<file path="config.mk">
export PLATFORM = sky130hd
export DESIGN_NAME = regfile_arbiter
export DESIGN_NICKNAME = d
export VERILOG_FILES = /design/src/rtl/picomips_pkg.sv /design/src/rtl/rr_pick.sv /design/src/rtl/regfile_arbiter.sv
export SDC_FILE = /design/constraint.sdc
export NUM_CORES = 1
export LEC_CHECK = 0
export ABC_CLOCK_PERIOD_IN_PS = 1300
export BUFFER_PORTS_ARGS = -buffer_cell sky130_fd_sc_hd__clkbuf_2
export CAP_MARGIN = 20
export CORE_MARGIN = 2
export CORE_UTILIZATION = 30
export CTS_BUF_LIST = sky130_fd_sc_hd__clkbuf_8
export DETAILED_ROUTE_END_ITERATION = 12
export MAX_ROUTING_LAYER = met4
export PLACE_DENSITY = 0.85
export SYNTH_ARGS = -nofsm -noshare
export SYNTH_HDL_FRONTEND = slang
export SYNTH_SLANG_ARGS = --single-unit
</file>
<file path="constraint.sdc">
create_clock -name clk -period 1.3 [get_ports clk]
set_clock_uncertainty 0.15 [all_clocks]
set_input_delay 0.195 -clock clk [delete_from_list [all_inputs] [get_ports clk]]
set_output_delay 0.195 -clock clk [all_outputs]
set_load 0.02 [all_outputs]
</file>
<file path="src/rtl/picomips_pkg.sv">
// rtl/picomips_pkg.sv - shared constants and types for the picoMips register store arbiter
package picomips_pkg;

  localparam int DW = 8;
  localparam int AW = 1;

  typedef enum logic [1:0] {
    IDLE = 2'd0,
    OWN0 = 2'd1,
    OWN1 = 2'd2
  } fsm_state_t;

  typedef logic req_idx_t;

endpackage

</file>
<file path="src/rtl/rr_pick.sv">
// rtl/rr_pick.sv - two-way round-robin select producing a one-hot grant
module rr_pick (
  input  logic [1:0] req_i,
  input  logic       ptr_i,
  input  logic [1:0] mask_i,
  output logic [1:0] gnt_o
);

  logic [1:0] eff;

  assign eff = req_i & mask_i;

  // A lone eligible request wins outright; the pointer only breaks ties.
  always_comb begin
    gnt_o = eff;
    if (eff == 2'b11) begin
      gnt_o = ptr_i ? 2'b10 : 2'b01;
    end
  end

endmodule

</file>
<file path="src/rtl/regfile_arbiter.sv">
// rtl/regfile_arbiter.sv - round-robin arbiter with lock and read-response stage for the register store
module regfile_arbiter
  import picomips_pkg::*;
(
  input  logic          clk,
  input  logic          rst,
  input  logic          req0_i,
  input  logic          req1_i,
  input  logic          we0_i,
  input  logic          we1_i,
  input  logic [AW-1:0] addr0_i,
  input  logic [AW-1:0] addr1_i,
  input  logic [DW-1:0] wdata0_i,
  input  logic [DW-1:0] wdata1_i,
  input  logic          lock0_i,
  input  logic          lock1_i,
  output logic          gnt0_o,
  output logic          gnt1_o,
  output logic          rvalid0_o,
  output logic          rvalid1_o,
  output logic [DW-1:0] rdata_o,
  output logic [AW-1:0] addr_o,
  output logic          write_o,
  output logic [DW-1:0] wdata_o,
  input  logic [DW-1:0] data_i
);

  fsm_state_t state_q, state_d;
  logic       ptr_q, ptr_d;
  logic       pend_q, pend_d;
  req_idx_t   pend_idx_q, pend_idx_d;
  logic [1:0] mask;
  logic [1:0] pick;

  always_comb begin
    mask = 2'b11;
    case (state_q)
      OWN0:    mask = 2'b01;
      OWN1:    mask = 2'b10;
      default: mask = 2'b11;
    endcase
  end

  rr_pick u_rr_pick (
    .req_i  ({req1_i, req0_i}),
    .ptr_i  (ptr_q),
    .mask_i (mask),
    .gnt_o  (pick)
  );

  // Grants are combinational, so reset must gate them directly.
  assign gnt0_o = pick[0] & ~rst;
  assign gnt1_o = pick[1] & ~rst;

  always_comb begin
    addr_o  = '0;
    write_o = 1'b0;
    wdata_o = '0;
    if (gnt0_o) begin
      addr_o  = addr0_i;
      write_o = we0_i;
      wdata_o = wdata0_i;
    end else if (gnt1_o) begin
      addr_o  = addr1_i;
      write_o = we1_i;
      wdata_o = wdata1_i;
    end
  end

  // With lock low in OWNn either no request remains or the grant is the
  // final unlocked access, so lock alone decides the exit.
  always_comb begin
    state_d = state_q;
    case (state_q)
      IDLE: begin
        if (gnt0_o && lock0_i)      state_d = OWN0;
        else if (gnt1_o && lock1_i) state_d = OWN1;
      end
      OWN0:    if (!lock0_i) state_d = IDLE;
      OWN1:    if (!lock1_i) state_d = IDLE;
      default: state_d = IDLE;
    endcase
  end

  always_comb begin
    ptr_d = ptr_q;
    if (gnt0_o)      ptr_d = 1'b1;
    else if (gnt1_o) ptr_d = 1'b0;
  end

  assign pend_d     = (gnt0_o || gnt1_o) && !write_o;
  assign pend_idx_d = gnt1_o;

  always_ff @(posedge clk or posedge rst) begin
    if (rst) begin
      state_q    <= IDLE;
      ptr_q      <= 1'b0;
      pend_q     <= 1'b0;
      pend_idx_q <= 1'b0;
    end else begin
      state_q    <= state_d;
      ptr_q      <= ptr_d;
      pend_q     <= pend_d;
      pend_idx_q <= pend_idx_d;
    end
  end

  assign rvalid0_o = pend_q && (pend_idx_q == 1'b0);
  assign rvalid1_o = pend_q && (pend_idx_q == 1'b1);
  assign rdata_o   = pend_q ? data_i : '0;

endmodule

</file>
==> results.md <==
* Worst Path Required at 950 ps
* DR pass1 iterations at 4
* H-tree levels at 1
* Hold WS at between 40 and 50 ps
* Clk_lat worst skew at approximately 240 ps
* Worst EP arrival at roughly 1700 ps
* Predominant post-synthesis flop cell: dfrtp_1
* Deepest clock path buffer count at 2
* Post-layout min period at 2008 ps
* Hold Crit Depth at 2
* Fin. Hold Viols at 0
* Cell count after placement at 142
* Antenna violations before repair at 0
* Worst R2R Path Depth at 6
* Max Cap Violations at 0
* Pwr Total at 1.426 mW
* DRC violation count after routing at 0
* FMAX at 0.4979 GHz
* Post-DP HPWL at ~1.6 mm
* Ys Warns at 0
* Clock buffer count from CTS at 3
* Crit. End Element: output port
* RSZ-0062 raised after global routing: true
* First-pass GRT wire length at ~3.8 mm
* TritonCTS clock tree: done
* Final ANT Viol Nets at 0
* Hold/Removal Path Class: input pin to register
* Cell Area, Synth at a little under 500 sq um
* PwrDens at 1034 nW/um^2
* Share of cells above drive strength 1 at 82.96%
* PortBufs at 55
* Fraction of registers with async set or reset after synthesis at 100.0%
* Fin cells at ~150
* DP Area at 979.7 sq um
* Clock Sinks at 5
* Synth cell types at 26
* Die span in x at around 44 microns
* Worst-margin pin slew at between 300 and 400 ps
* Yosys reg bits at 5
* GP Congestion at a little over 0.9
* Syn-to-layout area delta at 182.6%
* Finished layout cell area at 1379 sq um
* Drt wl/cell at 21.97 microns
* Final core occ at 90.48%
* Syn Inst Count at 57
* Setup ws final at -708.3 ps
* CP Cell Sequence: nor2b_2, maj3_2, nor2b_4, buf_6, a22o_4, buf_8
* Crit-path slowest cell: dfrtp_1
* Synthesized area per cell at 8.561 sq um
* Syn_nets at 91
* Routed vias at 888
* DRT Wirelength at 3.317 mm
* Reg clk slew, reported paths at 40 ps
* Largest net degree at the start of global routing at 11
* Commonest non-fill, non-tap cell in the layout: clkbuf_2
* Pins Over Slew Limit at 0
* Post-DR vias/cell at 5.881
* Seq/Total Area, Yosys at between 20% and 30%
* Global Route Usage Sum at between 20% and 30%
* Core Footprint at 1524 sq um
* CTS Root Cell: clkbuf_8
* Fillers at 62
* Post-route setup TNS at -9078 ps
* Die area at 1965 sq um
* Period utilization at 154.5%
* # diodes at 0
* # rows at 14
* Die Ht at ~44 microns
* Maximum vdd drop at 0.9872 mV
* Number of global-route vias before repair at roughly 810
* Setup violators final at 20
* Slew headroom at 78.77%
* Leak at 0.7226 nW
* Most frequent cells in the layout: clkbuf_2, buf_6, buf_8, buf_4
* Largest stage delay, worst path at about 400 ps
* Post-synth EDFFs at 0
* Startpoint types: register
* Initial Util at about 32%
* DR iter-0 viols at 22
* Failing checks: setup timing
* Total grt overflow at 0
* Fin nets at 170
* Pre-CTS setup slack at -446.8 ps
* IO Pins at 56
* CP Class: register to output port
* Max Fanout on Critical Path at 6
* Status: finished with violations
per-layer routing:
metal	vias to the layer above	GRT usage, %	share of wire, %
li1	371	-	-
met1	430	28.07	33
met2	71	51.47	52
met3	16	9.388	10
met4	0	16.36	4.3
met5	-	-	0
worst paths after layout:
| path | startpoint | end | slack (ps) |
|---|---|---|---|
| setup / recovery | ptr_q$_DFFE_PP0P_ | wdata_o[6] | -710 |
| hold / removal | lock1_i | state_q[1]$_DFFE_PP0P_ | 50 |
| setup reg to reg | state_q[0]$_DFFE_PP0P_ | pend_q$_DFF_PP0_ | -330 |
| hold reg to reg | state_q[0]$_DFFE_PP0P_ | state_q[1]$_DFFE_PP0P_ | 460 |
| max in group asynchronous | rst | pend_q$_DFF_PP0_ | 280 |
| min in group asynchronous | rst | state_q[1]$_DFFE_PP0P_ | 510 |
cell usage after synthesis, types with 2 or more instances:
master	n	share of area [%]
a22o_1	9	16
buf_6	2	4.6
inv_1	4	3.1
and2_1	9	12
nor2b_1	3	3.8
dfrtp_1	5	26
o21ai_0	2	2.1
nand2_1	3	2.3
a21oi_1	2	2.1
and4_1	2	3.6
report_power, final:
part / internal [mW] / leakage [nW] / switching, mW
combinational: 0.495 / 0.633 / 0.413
sequential: 0.182 / 0.0630 / 0.0335
clock: 0.204 / 0.0269 / 0.0978
logic make-up (layout without fill, tap and decap cells):
group                      Yosys count  after routing  share of synthesized area (%)
AOI/OAI and AO/OA                   21             21                          34.36
adders and majority gates            1              1                          2.308
buffers and inverters                7             85                          8.460
DFF                                  5              5                          25.64
and+or+nand+nor                     23             23                          29.23
flip-flops by register name, indices dropped and copies added, names as in the netlist:
| name | cells |
|---|---|
| pend_idx_q | 1 |
| state_q | 2 |
| ptr_q | 1 |
| pend_q | 1 |
cell type report:
type / count / area, sq um / area share (%)
inverter: 5 / 18.77 / 1.361
timing repair buffer: 76 / 661.9 / 48.00
clock inverter: 1 / 3.754 / 0.2722
tap: 16 / 20.02 / 1.452
clock buffer: 3 / 41.29 / 2.995
sequential: 5 / 126.4 / 9.165
multi-input combinational: 45 / 506.7 / 36.75
repair_timing:
action / 4_1_cts / 5_1_grt
setup endpoints to repair: 24 / 26
setup buffers: 5 / 2
hold endpoints to repair: 5 / 0
pin swaps: 3 / 8
hold buffers: 1 / 0
gates resized for setup: 41 / 53
critical path, delay by kind of cell, from the launching register on:
family | cells | cell delay [ps]
fa+ha+maj | 1 | 330
compound gates | 1 | 150
simple gates | 2 | 270
buf+inv | 2 | 270
flops | 1 | 410
(Power assumes the default switching activity.)
